### src/rtl/add_sub_unit.sv
// -----------------------------------------------------------------------------
// add_sub_unit
//
// Registered add/subtract execution unit for the processor datapath. An
// operation is captured on a start request while the unit is idle. The unit
// computes the operation for one cycle (EXEC). It then presents result and
// flags with done held high for DONE_HOLD cycles (HOLD). The ctrl opcode field
// is the same 4-bit field that the writeback path decodes.
//
// Parameters
//   WIDTH      operand/result width in bits (>= 2)
//   DONE_HOLD  number of cycles done stays high per operation (>= 1)
//
// Ports
//   clk     in   system clock, rising edge
//   rst_n   in   asynchronous active-low reset
//   start   in   operation request, accepted only when the unit can take it
//   ctrl    in   4-bit opcode, captured with start
//   a, b    in   WIDTH-bit operands, captured with start
//   cin     in   carry-in for ADC/SBB, captured with start
//   result  out  registered result (CMP leaves it unchanged)
//   cout    out  carry flag (1 = carry out / no borrow)
//   zero    out  computed value == 0
//   neg     out  MSB of computed value
//   ovf     out  signed overflow
//   done    out  result/flags valid, high for DONE_HOLD cycles
//   busy    out  high whenever the FSM is not idle
//   err     out  one-cycle pulse after a start with an unsupported opcode
// -----------------------------------------------------------------------------
module add_sub_unit #(
    parameter int WIDTH     = 8,
    parameter int DONE_HOLD = 3
) (
    input  logic             clk,
    input  logic             rst_n,
    input  logic             start,
    input  logic [3:0]       ctrl,
    input  logic [WIDTH-1:0] a,
    input  logic [WIDTH-1:0] b,
    input  logic             cin,
    output logic [WIDTH-1:0] result,
    output logic             cout,
    output logic             zero,
    output logic             neg,
    output logic             ovf,
    output logic             done,
    output logic             busy,
    output logic             err
);

    localparam logic [3:0] OP_ADD  = 4'h2;
    localparam logic [3:0] OP_SUB  = 4'h3;
    localparam logic [3:0] OP_ADC  = 4'h5;
    localparam logic [3:0] OP_SBB  = 4'h6;
    localparam logic [3:0] OP_ADDS = 4'h7;
    localparam logic [3:0] OP_CMP  = 4'h9;

    // The hold counter needs to count at least from DONE_HOLD-1 down to 0.
    localparam int CW = (DONE_HOLD > 1) ? $clog2(DONE_HOLD) : 1;
    localparam logic [CW-1:0] HOLD_LOAD = CW'(DONE_HOLD - 1);
    localparam logic [CW-1:0] CNT_ZERO  = {CW{1'b0}};
    localparam logic [CW-1:0] CNT_ONE   = {{(CW-1){1'b0}}, 1'b1};

    typedef enum logic [1:0] {
        ST_IDLE = 2'd0,
        ST_EXEC = 2'd1,
        ST_HOLD = 2'd2
    } state_t;

    // Opcode decode shared by the IDLE and done-fall accept paths.
    function automatic logic op_supported(input logic [3:0] op);
        logic ok;
        case (op)
            OP_ADD, OP_SUB, OP_ADC, OP_SBB, OP_ADDS, OP_CMP: ok = 1'b1;
            default:                                         ok = 1'b0;
        endcase
        return ok;
    endfunction

    state_t           state_r;
    logic [CW-1:0]    cnt_r;
    logic [3:0]       op_r;
    logic [WIDTH-1:0] a_r;
    logic [WIDTH-1:0] b_r;
    logic             cin_r;

    logic [WIDTH-1:0] result_r;
    logic             cout_r;
    logic             zero_r;
    logic             neg_r;
    logic             ovf_r;
    logic             done_r;
    logic             busy_r;
    logic             err_r;

    logic [WIDTH-1:0] b_eff_s;
    logic             c_eff_s;
    logic [WIDTH:0]   sum_s;
    logic [WIDTH-1:0] val_s;
    logic             ovf_s;
    logic             sat_s;

    // Operand selection: subtracting ops use ~b, and the carry-in depends on the opcode.
    always_comb begin
        b_eff_s = b_r;
        c_eff_s = 1'b0;
        case (op_r)
            OP_ADD: begin
                b_eff_s = b_r;
                c_eff_s = 1'b0;
            end
            OP_SUB, OP_CMP: begin
                b_eff_s = ~b_r;
                c_eff_s = 1'b1;
            end
            OP_ADC: begin
                b_eff_s = b_r;
                c_eff_s = cin_r;
            end
            OP_SBB: begin
                b_eff_s = ~b_r;
                c_eff_s = cin_r;
            end
            OP_ADDS: begin
                b_eff_s = b_r;
                c_eff_s = 1'b0;
            end
            default: begin
                b_eff_s = b_r;
                c_eff_s = 1'b0;
            end
        endcase
    end

    // The adder works at WIDTH+1 bits, so the top bit is the carry flag.
    // Saturation affects only the written value. cout and ovf report the raw sum.
    always_comb begin
        sum_s = {1'b0, a_r} + {1'b0, b_eff_s} + {{WIDTH{1'b0}}, c_eff_s};
        sat_s = (op_r == OP_ADDS) && sum_s[WIDTH];
        if (sat_s) begin
            val_s = {WIDTH{1'b1}};
        end else begin
            val_s = sum_s[WIDTH-1:0];
        end
        ovf_s = (a_r[WIDTH-1] == b_eff_s[WIDTH-1]) && (sum_s[WIDTH-1] != a_r[WIDTH-1]);
    end

    // Control FSM with registered result, flags and handshake outputs.
    always_ff @(posedge clk or negedge rst_n) begin
        if (!rst_n) begin
            state_r  <= ST_IDLE;
            cnt_r    <= CNT_ZERO;
            op_r     <= 4'h0;
            a_r      <= {WIDTH{1'b0}};
            b_r      <= {WIDTH{1'b0}};
            cin_r    <= 1'b0;
            result_r <= {WIDTH{1'b0}};
            cout_r   <= 1'b0;
            zero_r   <= 1'b0;
            neg_r    <= 1'b0;
            ovf_r    <= 1'b0;
            done_r   <= 1'b0;
            busy_r   <= 1'b0;
            err_r    <= 1'b0;
        end else begin
            err_r <= 1'b0;
            case (state_r)
                ST_IDLE: begin
                    if (start && op_supported(ctrl)) begin
                        op_r    <= ctrl;
                        a_r     <= a;
                        b_r     <= b;
                        cin_r   <= cin;
                        busy_r  <= 1'b1;
                        state_r <= ST_EXEC;
                    end else if (start) begin
                        err_r <= 1'b1;
                    end else begin
                        state_r <= ST_IDLE;
                    end
                end
                ST_EXEC: begin
                    if (op_r != OP_CMP) begin
                        result_r <= val_s;
                    end else begin
                        result_r <= result_r;
                    end
                    cout_r  <= sum_s[WIDTH];
                    zero_r  <= (val_s == {WIDTH{1'b0}});
                    neg_r   <= val_s[WIDTH-1];
                    ovf_r   <= ovf_s;
                    done_r  <= 1'b1;
                    cnt_r   <= HOLD_LOAD;
                    state_r <= ST_HOLD;
                end
                ST_HOLD: begin
                    if (cnt_r == CNT_ZERO) begin
                        // The edge where done falls also accepts a new request,
                        // so a start that is held high chains straight into the next op.
                        done_r <= 1'b0;
                        if (start && op_supported(ctrl)) begin
                            op_r    <= ctrl;
                            a_r     <= a;
                            b_r     <= b;
                            cin_r   <= cin;
                            busy_r  <= 1'b1;
                            state_r <= ST_EXEC;
                        end else if (start) begin
                            err_r   <= 1'b1;
                            busy_r  <= 1'b0;
                            state_r <= ST_IDLE;
                        end else begin
                            busy_r  <= 1'b0;
                            state_r <= ST_IDLE;
                        end
                    end else begin
                        cnt_r <= cnt_r - CNT_ONE;
                    end
                end
                default: begin
                    done_r  <= 1'b0;
                    busy_r  <= 1'b0;
                    state_r <= ST_IDLE;
                end
            endcase
        end
    end

    assign result = result_r;
    assign cout   = cout_r;
    assign zero   = zero_r;
    assign neg    = neg_r;
    assign ovf    = ovf_r;
    assign done   = done_r;
    assign busy   = busy_r;
    assign err    = err_r;

endmodule

### config.mk
export PLATFORM = sky130hd
export DESIGN_NAME = add_sub_unit
export DESIGN_NICKNAME = d
export VERILOG_FILES = /design/src/rtl/add_sub_unit.sv
export SDC_FILE = /design/constraint.sdc
export NUM_CORES = 1
export LEC_CHECK = 0
export CORE_ASPECT_RATIO = 0.5
export CORE_MARGIN = 2
export CORE_UTILIZATION = 48
export CTS_CLUSTER_SIZE = 25
export DETAILED_ROUTE_END_ITERATION = 8
export GPL_TIMING_DRIVEN = 0
export PLACE_DENSITY = 0.86
export SLEW_MARGIN = 25
export SYNTH_ARGS = -nofsm -noshare
export SYNTH_HDL_FRONTEND = slang
export SYNTH_SLANG_ARGS = --single-unit
### constraint.sdc
create_clock -name clk -period 3.1 [get_ports clk]
set_clock_uncertainty 0.2 [all_clocks]
set_input_delay 0.775 -clock clk [delete_from_list [all_inputs] [get_ports clk]]
set_output_delay 0.775 -clock clk [all_outputs]
set_load 0.03 [all_outputs]
[Word-level counts from Yosys, hierarchy flattened]
Cells that the tools add are included.
Operators by class
  muxes and demuxes: 41
  reductions and logical operators: 19
  bitwise gates (word level): 3
  equal/unequal tests: 21
  add/subtract/negate cells: 3
Operators with widths (count)
  $mux W8: 8
  $pmux W8 S2: 2
  $eq A4 B3 Y1 const B: 6
  $mux W1: 16
  $eq A4 B2 Y1 const B: 3
  $mux W4: 3
  $add A8 B8 Y9: 1
  $add A9 B1 Y9: 1
  $eq A4 B4 Y1 const B: 2
  $logic_not A8 Y1: 1
  $mux W2: 4
  $ne A2 B2 Y1 const B: 4
  $not A8 Y8: 1
  $pmux W4 S2: 1
  $reduce_and A2 Y1: 4
  $pmux W1 S2: 3
  $pmux W1 S3: 2
  $pmux W2 S3: 1
  $reduce_or A6 Y1: 1
  $logic_and A1 B1 Y1: 4
  $logic_not A2 Y1: 2
  $ne A4 B4 Y1 const B: 1
  $pmux W2 S2: 1
  $reduce_and A4 Y1: 1
  11 further kinds: 14
Word-level totals
  register bits after elaboration: 40
  input bits: 24
  output and inout bits: 15
  word-level logic and storage cells: 101

[Depth between registers and ports, before layout]
Gate-level depths: netlist of run 1.
  word-level depth: 9
  depth in mapped cells: 11
  mapped depth without buffers: 11

[Least setup slack after synthesis of run 1]
No wires, ideal clock.
  path type: register to register
  from: register op_r[0]
  to: register zero_r (netlist: zero)
  required time: 2.808 ns
  arrival time: 2.771 ns
  library setup time: 0.092 ns
  path buffers: 1
  stages on the path, launching flop included: 12
  period minus slack after synthesis: 3.063 ns
  path slack: 0.037 ns
  path through: dfrtp_1 > clkbuf_2 > and4bb_1 > a21oi_4 > xnor2_1 > fa_1 > fa_1 > nand3_1 > a21oi_2 > o2111ai_4 > nand4_1 > o31ai_2
On the way
  longest elaborated chain between the ends: 8
  elaborated cells on any way between the ends: 15
  those cells by class: add/sub: 2; eq/ne: 5; mux: 3; reduce/logical: 5
RTL lines
  start, declared: RTL line 82  | logic [3:0] op_r;
  start signal, assigned: RTL line 170  | op_r <= ctrl;
  start signal, assigned: RTL line 202  | op_r <= ctrl;
  $eq A4 B3 Y1, or another cell as far along: RTL line 107  | case (op_r)
  $reduce_or A3 Y1 (no line)
  $mux W8
  $add A8 B8 Y9: RTL line 138  | sum_s = {1'b0, a_r} + {1'b0, b_eff_s} + {{WIDTH{1'b0}}, c_eff_s};
  $add A9 B1 Y9: RTL line 138
  $logic_and A1 B1 Y1: RTL line 139  | sat_s = (op_r == OP_ADDS) && sum_s[WIDTH];
  $mux W8 (*): RTL line 140  | if (sat_s) begin
  $logic_not A8 Y1 (*): RTL line 189  | zero_r <= (val_s == {WIDTH{1'b0}});
  end signal, assigned: RTL line 189
  end, declared: RTL line 89  | logic zero_r;
Every way passes the cells marked *; elsewhere a longest branch is shown, timed or not.
A chain may end at the register's enable or synchronous reset.

[Worst setup path in the final report of run 1]
  from: register op_r[1]
  to: register result_r[6] (netlist: result[6])
On the way
  longest elaborated chain between the ends: 7
  elaborated cells on any way between the ends: 16
  those cells by class: add/sub: 2; eq/ne: 6; mux: 3; reduce/logical: 5
RTL lines
  $eq A4 B3 Y1, or another cell as far along: RTL line 107
  $reduce_or A3 Y1 (no line)
  $mux W8
  $add A8 B8 Y9: RTL line 138
  $add A9 B1 Y9: RTL line 138
  $logic_and A1 B1 Y1: RTL line 139
  $mux W8: RTL line 140
  end signal, assigned: RTL line 157  | result_r <= {WIDTH{1'b0}};
  end signal, assigned: RTL line 184  | result_r <= val_s;
  end signal, assigned: RTL line 186  | result_r <= result_r;
  end, declared: RTL line 87  | logic [WIDTH-1:0] result_r;
Several ways; a longest one is shown, not always the timed one.

==> results of run 1 <==
-- placed cells by master (no fill, tap or decap), drive strengths merged, types with 3 or more instances in the layout --
master         netlist  routed
nor2b                3       3
clkdlybuf4s50        0      37
o2111ai              3       3
dfrtp               40      40
o21ai                7       7
a21oi               16      16
nor2                12      12
xnor2               10      10
a21o                 5       5
ha                   8       8
a31oi                4       4
clkbuf               2       9
inv                  6       6
buf                  8      16
mux2                23      23
nand4                3       3
nand2               15      15
-- flip-flops by register name, summed over array words and instances, names as in the netlist --
name     flops
a_r          8
b_r          8
result       8
op_r         4
cnt_r        2
state_r      2
busy         1
cin_r        1
cout         1
done         1
err          1
neg          1
ovf          1
zero         1
-- kinds of logic after synthesis --
kind of cell / Yosys count / share of synthesized area (%)
AOI/OAI and AO/OA: 48 / 15.8
and+or+nand+nor: 46 / 10.9
DFF: 40 / 43.0
muxes: 25 / 14.9
buffers and inverters: 16 / 4.84
xor gates and xnor gates: 12 / 4.52
adders and majority gates: 10 / 6.02
-- synth_stat cells, types with 3 or more instances --
library cell	count
buf_2	3
dfrtp_1	40
mux2_4	18
mux2_2	5
o21ai_1	3
xnor2_1	10
a21oi_1	13
a31oi_1	4
nand2_1	14
o21ai_0	4
nand4_1	3
a21o_1	4
inv_1	6
ha_1	8
nor2_1	12
-- area by class of cell --
class | count | area share (%)
Tap cell | 66 | 2.74
Sequential cell | 40 | 33.3
Clock buffer | 8 | 2.99
Multi-Input combinational cell | 141 | 42.0
Timing Repair Buffer | 45 | 15.4
Buffer | 9 | 2.82
Inverter | 6 | 0.748
-- worst min path at each step --
stage	to	slack (ps)	startpoint	depth (start not counted)
6_report	b_r[4]	240	rst_n	1
4_1_cts	b_r[7]	240	rst_n	1
2_1_floorplan	cnt_r[0]	270	cnt_r[0]	1
5_1_grt	b_r[7]	260	rst_n	1
3_3_place_gp	busy	260	busy	1
3_5_place_dp	result[6]	260	result[6]	1
-- per-stage QoR --
step	util [%]	instance area, sq um
after floorplan	-	2330
after global placement	61.6	2790
after detailed placement	62.1	2810
after CTS	65.3	2960
after global routing	66.5	3010
final	66.5	3010
-- metal layers --
metal | GRT usage [%] | up-vias
li1 | - | 804
met1 | 29.6 | 833
met2 | 34.6 | 42
met3 | 4.36 | 8
met4 | 8.00 | 0
met5 | 0 | -
-- repair_timing --
action | 4_1_cts | 5_1_grt
cloned | 0 | 0
setup buffers | 4 | 2
pin swaps | 2 | 3
gates resized for setup | 5 | 12
endpoints found under the setup margin | 11 | 8
==> impl_results.md, run 1 <==
* Run status: finished, final reports clean
* WHS at 237 ps
* Storage cell area at 1000 sq um
* Max FO, Critical Path at 8
* Maximum level of the CTS H-tree at 2
* # rows at 17
* MaxCap Viol Count at 0
* Root Buffer: clkbuf_8
* Crit path time final at 3040 ps
* Worst r2r path cells at 12
* # DRC at 0
* Post-Syn Nets at 231
* Ranking of synthesized cells by area: dfrtp_1, mux2_4, ha_1
* Slew Limit Fails at 0
* Die Ht at 53.2 microns
* Crit path buf inv count at 3
* CTS sink cnt at 40
* Setup-failing EPs final at 0
* Register area share after synthesis at 43.0%
* Final hold vios at 0
* Synth area leader: dfrtp_1
* Share of cells above drive strength 1 at 28.9%
* Synthesis Warnings at 0
* Post-detail-place hpwl at 3940 microns
* WP data arrival at 3030 ps
* Yosys reg bits at 40
* Area growth from synthesis to layout at 29.5%
* Pre-antenna DRT Iters at 4
* Crit. Startpoint: op_r[1]
* Area of the multi-input gates at 1260 sq um
* Distinct cells, synth at 54
* Critical-path cell list: and4bb_2 -> a21oi_4 -> buf_6 -> xnor2_1 -> ha_1 -> buf_2 -> a21oi_1 -> o21ai_2 -> o2111ai_4 -> buf_12 -> a31oi_1 -> a21o_1
* Hold_buf cts at 0
* Starting Density at 51.4%
* Port Buffers at 38
* Slack of the critical path at 64.3 ps
* Fillcell total at 330
* Diode count at 0
* I/O Pins at 39
* WP data required at 3090 ps
* Synthesized area at 2330 sq um
* Antenna violations before repair at 0
* GP Congestion at 0.823
* Die ar. at 5450 sq um
* EDFF count, synth at 0
* # nets final at 282
* Clk pin slew, worst setup/hold paths at 80 ps
* Slowest CP cell: dfrtp_1
* Routed len/inst at 17.0 microns
* CTS tree: built
* Reg2reg start: op_r[1]
* Core area at 4530 sq um
* GR Overflow Total at 0
* Chip width at 102 microns
* Worst reg-to-reg setup slack at 60 ps
* Unrepaired setup endpoints after global routing: yes
* Cts bufs inserted at 5
* Critical path depth in cells at 12
* Crit-path leading delay family: compound AO/OA/AOI/OAI gates
* Initial drt markers at 72
* Crit end category: flip-flop
* Via density at 5.36
* Number of global-route vias before repair at 1752
* Total Routing Usage GR at 21.7%
* WS Path Type: flip-flop to flip-flop
* CP endpoint: result[6]
* Wl on met1 at 2520 microns
* Critical Path Source Type: flip-flop
* Rel. slew slack at 66.5%
* Layout Cells excl Fill at 315
* Vias at 1687
* FF-to-FF End: result[6]
* Clk_lat worst skew at 300 ps
* First-pass GRT wire length at 8690 microns
* Placed insts at 302
* Final Cycle Share at 97.9%
* Clk buf depth at 2
* FFs w/ async S/R, synth at 100%
* Synth Area per Inst at 11.8 sq um
* Setup TNS at 0 ps
* Max incr delay on CP at 450 ps
* Mapped Cells at 197
* Detailed Route WL at 5340 microns
* Largest net degree at the start of global routing at 23
* F_max at 329 MHz
* Place WS at -334 ps
* Met2 Routed Length at 2530 microns
* Post-route ant nets at 0
* Area share of the largest cell type after synthesis at 43.0%
* Tightest Hold Check Type: primary input to async pin
* Slew @ Worst Pin at 503 ps
* Synth Flop Type: dfrtp_1
* Metal3 WL at 200 microns
* Highest routed metal layer: met4
Power of run 1 is left out: the tool's default activity adds up to more than one toggle a clock period on the data nets, which glitch-free logic cannot reach.
==> run 2: changes to the inputs <==
--- a/config.mk
+++ b/config.mk
@@ -12,6 +12,7 @@
 export DETAILED_ROUTE_END_ITERATION = 8
 export GPL_TIMING_DRIVEN = 0
 export PLACE_DENSITY = 0.86
+export SETUP_SLACK_MARGIN = 0.02
 export SLEW_MARGIN = 25
 export SYNTH_ARGS = -nofsm -noshare
 export SYNTH_HDL_FRONTEND = slang
==> run 2 against run 1 <==
Net effect:
- non-clock buffer count unchanged
- final cell count did not move
- worst hold slack lost 2.5 ps
- worst setup slack gained 19 ps
- count of clock-buffer cells in the layout is the same
- critical path depth unchanged
- wire length shrank 1.4%
- register-to-register slack improved by 20 ps
- fmax rose by 0.64%
==> impl_results.md, run 2 (synthesis gave the netlist of run 1 again) <==
* Share of cells above drive strength 1 at 28.5%
* Clk_lat worst skew at 300 ps
* # DRC at 0
* Max incr delay on CP at 450 ps
* Slew Limit Fails at 0
* Critical path depth in cells at 12
* Number of global-route vias before repair at 1752
* GR Overflow Total at 0
* # rows at 17
* Maximum level of the CTS H-tree at 2
* Starting Density at 51.4%
* GP Congestion at 0.823
* Most common cell after layout, fill and taps aside: dfrtp_1
* Post-detail-place hpwl at 3940 microns
* Post-route ant nets at 0
* Area growth from synthesis to layout at 29.3%
* Crit path buf inv count at 3
* Largest net degree at the start of global routing at 23
* Antenna violations before repair at 0
* Pre-antenna DRT Iters at 4
* Die Ht at 53.2 microns
* MaxCap Viol Count at 0
* Worst reg-to-reg setup slack at 80 ps
* Final hold vios at 0
* First-pass GRT wire length at 8690 microns
* Crit end category: flip-flop
* Most frequent cells in the layout: dfrtp_1, clkdlybuf4s50_1, mux2_4, nand2_1
* Clk buf depth at 2
* Slowest CP cell: dfrtp_1
* Rel. slew slack at 66.7%
* WP data arrival at 3010 ps
* Routed len/inst at 16.7 microns
* Initial drt markers at 86
* Total Routing Usage GR at 21.7%
* Detailed Route WL at 5260 microns
* Clk pin slew, worst setup/hold paths at 70 ps
* Vias at 1706
* Crit-path leading delay family: compound AO/OA/AOI/OAI gates
* Port Buffers at 38
* I/O Pins at 39
* # nets final at 282
* Max FO, Critical Path at 8
* Core area at 4530 sq um
* Run status: finished, final reports clean
* Worst r2r path cells at 12
* Critical Path Source Type: flip-flop
* Hold_buf cts at 0
* WS Path Type: flip-flop to flip-flop
* F_max at 332 MHz
* Slew @ Worst Pin at 500 ps
* Critical-path cell list: and4bb_2 -> a21oi_4 -> buf_6 -> xnor2_1 -> ha_1 -> buf_2 -> a21oi_1 -> o21ai_2 -> o2111ai_4 -> buf_12 -> a31oi_1 -> a21o_1
* Cts bufs inserted at 5
* Setup-failing EPs final at 0
* Root Buffer: clkbuf_8
* Final Core Density at 66.4%
* Unrepaired setup endpoints after global routing: yes
* CTS tree: built
* Via density at 5.42
* CTS sink cnt at 40
* Crit path time final at 3020 ps
* Diode count at 0
* Chip width at 102 microns
* Final Cycle Share at 97.3%
* Die ar. at 5450 sq um
* Tightest Hold Check Type: primary input to async pin
* WP data required at 3090 ps
run 2: cell type report:
| cell class | count | area [sq um] |
|---|---|---|
| inverters | 6 | 22.5 |
| flip-flops and latches | 40 | 1000 |
| plain buffers | 9 | 85.1 |
| multi-input cells | 141 | 1260 |
| repair buffers | 45 | 464 |
| clock buffers | 8 | 90.1 |
| well taps | 66 | 82.6 |
| fillers | 332 | 1520 |
run 2: what timing repair did:
| action | CTS | global route |
|---|---|---|
| pin swaps | 2 | 1 |
| setup endpoints to repair | 11 | 9 |
| buffers inserted | 4 | 2 |
| resized for setup | 6 | 10 |
| endpoints found under the hold margin | 0 | 0 |
run 2: final timing paths:
kind,start,endpoint
setup / recovery,op_r[1],result[6]
hold / removal,rst_n,b_r[7]
setup reg to reg,op_r[1],result[6]
hold reg to reg,result[6],result[6]
max in group asynchronous,rst_n,op_r[0]
min in group clk,result[6],result[6]
run 2: routing by layer:
layer  GRT usage (%)  routed length, microns  vias up  part of all wire [%]
li1                -                       -      807                     -
met3            4.36                     243        8                   4.6
met2            34.6                    2510       44                    48
met1            29.6                    2430      847                    46
met5               0                       0        -                     0
met4            8.00                      83        0                   1.6
run 2: through the flow:
stage | instances | TNS (ps) | instance area (sq um) | worst slack, ps | hold slack, ps
after floorplan | 197 | 0 | 2330 | 37.1 | 273
after global placement | 301 | -1730 | 2790 | -297 | 261
after detailed placement | 302 | -2010 | 2810 | -334 | 265
after CTS | 313 | 0 | 2960 | 31.9 | 242
after global routing | 315 | -60.7 | 3010 | -30.2 | 258
final | 315 | 0 | 3010 | 83.7 | 235
run 2: worst reg2reg max path: stages (launching register included):
cell       delay (ps)
dfrtp_1           450
and4bb_2          390
a21oi_4            60
buf_6             160
xnor2_1           240
ha_1              280
buf_2             180
a21oi_1           190
o21ai_2           120
o2111ai_4         240
buf_12            150
a31oi_1            80
a21o_1            160
Power of run 2 is left out for the same reason.
==> run 3: changes to the inputs <==
--- a/config.mk
+++ b/config.mk
@@ -7,11 +7,12 @@
 export LEC_CHECK = 0
 export CORE_ASPECT_RATIO = 0.5
 export CORE_MARGIN = 2
-export CORE_UTILIZATION = 48
+export CORE_UTILIZATION = 55
 export CTS_CLUSTER_SIZE = 25
 export DETAILED_ROUTE_END_ITERATION = 8
+export DONT_BUFFER_PORTS = 1
 export GPL_TIMING_DRIVEN = 0
-export PLACE_DENSITY = 0.86
+export PLACE_DENSITY = 0.83
 export SETUP_SLACK_MARGIN = 0.02
 export SLEW_MARGIN = 25
 export SYNTH_ARGS = -nofsm -noshare
==> run 3 against run 2 <==
Net effect:
- worst hold slack worse by 120 ps
- global-route usage shrank 0.22 points
- via count is 6.9% lower
==> impl_results.md, run 3 (synthesis gave the netlist of run 1 again) <==
* Most frequent CP cell: fa_2
* GR Overflow Total at 0
* Share of cells above drive strength 1 at 34.0%
* Die Ht at 50.0 microns
* Total Routing Usage GR at 21.5%
* MaxCap Viol Count at 0
* Final Cycle Share at 97.6%
* Clk_lat worst skew at 290 ps
* Area of the multi-input gates at 1270 sq um
* Placed insts at 251
* I/O Pins at 39
* Largest net degree at the start of global routing at 41
* CTS sink cnt at 40
* Slew Limit Fails at 0
* Final hold vios at 0
* Root Buffer: clkbuf_8
* Clk pin slew, worst setup/hold paths at 80 ps
* Setup-failing EPs final at 0
* Most common cell after layout, fill and taps aside: dfrtp_1
* Critical Path Source Type: flip-flop
* Layout Cells excl Fill at 266
* Initial drt markers at 126
* First-pass GRT wire length at 7750 microns
* Pre-antenna DRT Iters at 4
* Die ar. at 4800 sq um
* Max FO, Critical Path at 6
* Starting Density at 58.4%
* Max incr delay on CP at 460 ps
* F_max at 330 MHz
* Port Buffers at 0
* Chip width at 96.0 microns
* Storage cell area at 1000 sq um
* Crit-path leading delay family: adder cells
* Rel. slew slack at 75.0%
* Critical-path cell list: and4bb_4 -> a21oi_4 -> xnor2_2 -> fa_2 -> fa_2 -> nand3_2 -> a21oi_2 -> o2111ai_4 -> nand4_1 -> o31ai_2
* Routed len/inst at 18.4 microns
* # DRC at 0
* Fillcell total at 276
* Run status: finished, final reports clean
* Area growth from synthesis to layout at 13.7%
* Critical path depth in cells at 10
* WP data arrival at 3030 ps
* Worst r2r path cells at 10
* Antenna violations before repair at 0
* Diode count at 0
* Most frequent cells in the layout: dfrtp_1, mux2_4, nand2_1, a21oi_1, nor2_1
* Clk buf depth at 2
* Crit path buf inv count at 0
* Maximum level of the CTS H-tree at 2
* CTS tree: built
* Cts bufs inserted at 5
* Core area at 3980 sq um
* GP Congestion at 0.878
* WP data required at 3100 ps
* Unrepaired setup endpoints after global routing: yes
* Detailed Route WL at 4910 microns
* Post-route ant nets at 0
* Vias at 1589
* Number of global-route vias before repair at 1568
* Slowest CP cell: dfrtp_2
* Slew @ Worst Pin at 376 ps
* Crit path time final at 3030 ps
* Tightest Hold Check Type: primary input to async pin
* WS Path Type: flip-flop to flip-flop
* Via density at 5.97
* Post-detail-place hpwl at 3340 microns
* # rows at 16
* Crit end category: flip-flop
* # nets final at 245
## run 3: worst reg2reg max path, delay by kind of cell, from the launching register on
family | cells | cell delay [ps]
XOR/XNOR | 1 | 160
AO/OA/AOI/OAI | 4 | 620
AND/OR/NAND/NOR | 3 | 610
flip-flops | 1 | 460
adder cells (fa/ha/maj) | 2 | 880
## run 3: cell type report
type	instances	area share (%)
multi-input combinational	141	47.8
sequential	40	37.9
clock buffer	7	3.64
buffer	10	3.50
timing repair buffer	7	2.60
tap	54	2.55
clock inverter	1	1.13
inverter	6	0.851
## run 3: what timing repair did
action                                 in CTS  in global routing
pin swaps                                   1                  6
hold buffers                                1                  0
setup buffers                               2                  4
endpoints found under the hold margin      40                  0
gates resized for setup                     6                 12
gates cloned                                0                  0
setup endpoints to repair                  11                 11
## run 3: final timing paths
path / from / end / slack, ps
worst max register to register: op_r[2] / zero / 70
min in group clk: cin_r / cin_r / 330
worst max-delay path: op_r[2] / zero / 70
max in group asynchronous: rst_n / op_r[2] / 2380
worst min register to register: cin_r / cin_r / 330
worst min-delay path: rst_n / err / 120
## run 3: routing by layer
metal  vias to the layer above  part of all wire, %  GRT usage (%)
li1                        728                    -              -
met1                       802                   46           29.5
met2                        50                   46           32.2
met3                         9                  6.9           8.41
met4                         0                  1.3           4.76
met5                         -                    0              0
## run 3: metrics by stage
stage               setup WS, ps  hold slack (ps)  instance area, sq um  setup TNS (ps)  util, %
floorplan                   37.1              273                  2330               0        -
global placement            -269              280                  2390           -1630     60.1
detailed placement          -347              280                  2390           -2230     60.1
CTS                         87.5              130                  2570               0     64.6
global route               -55.7              122                  2650           -71.7     66.4
finish                      73.2              117                  2650               0     66.4
Power of run 3 is left out for the same reason.
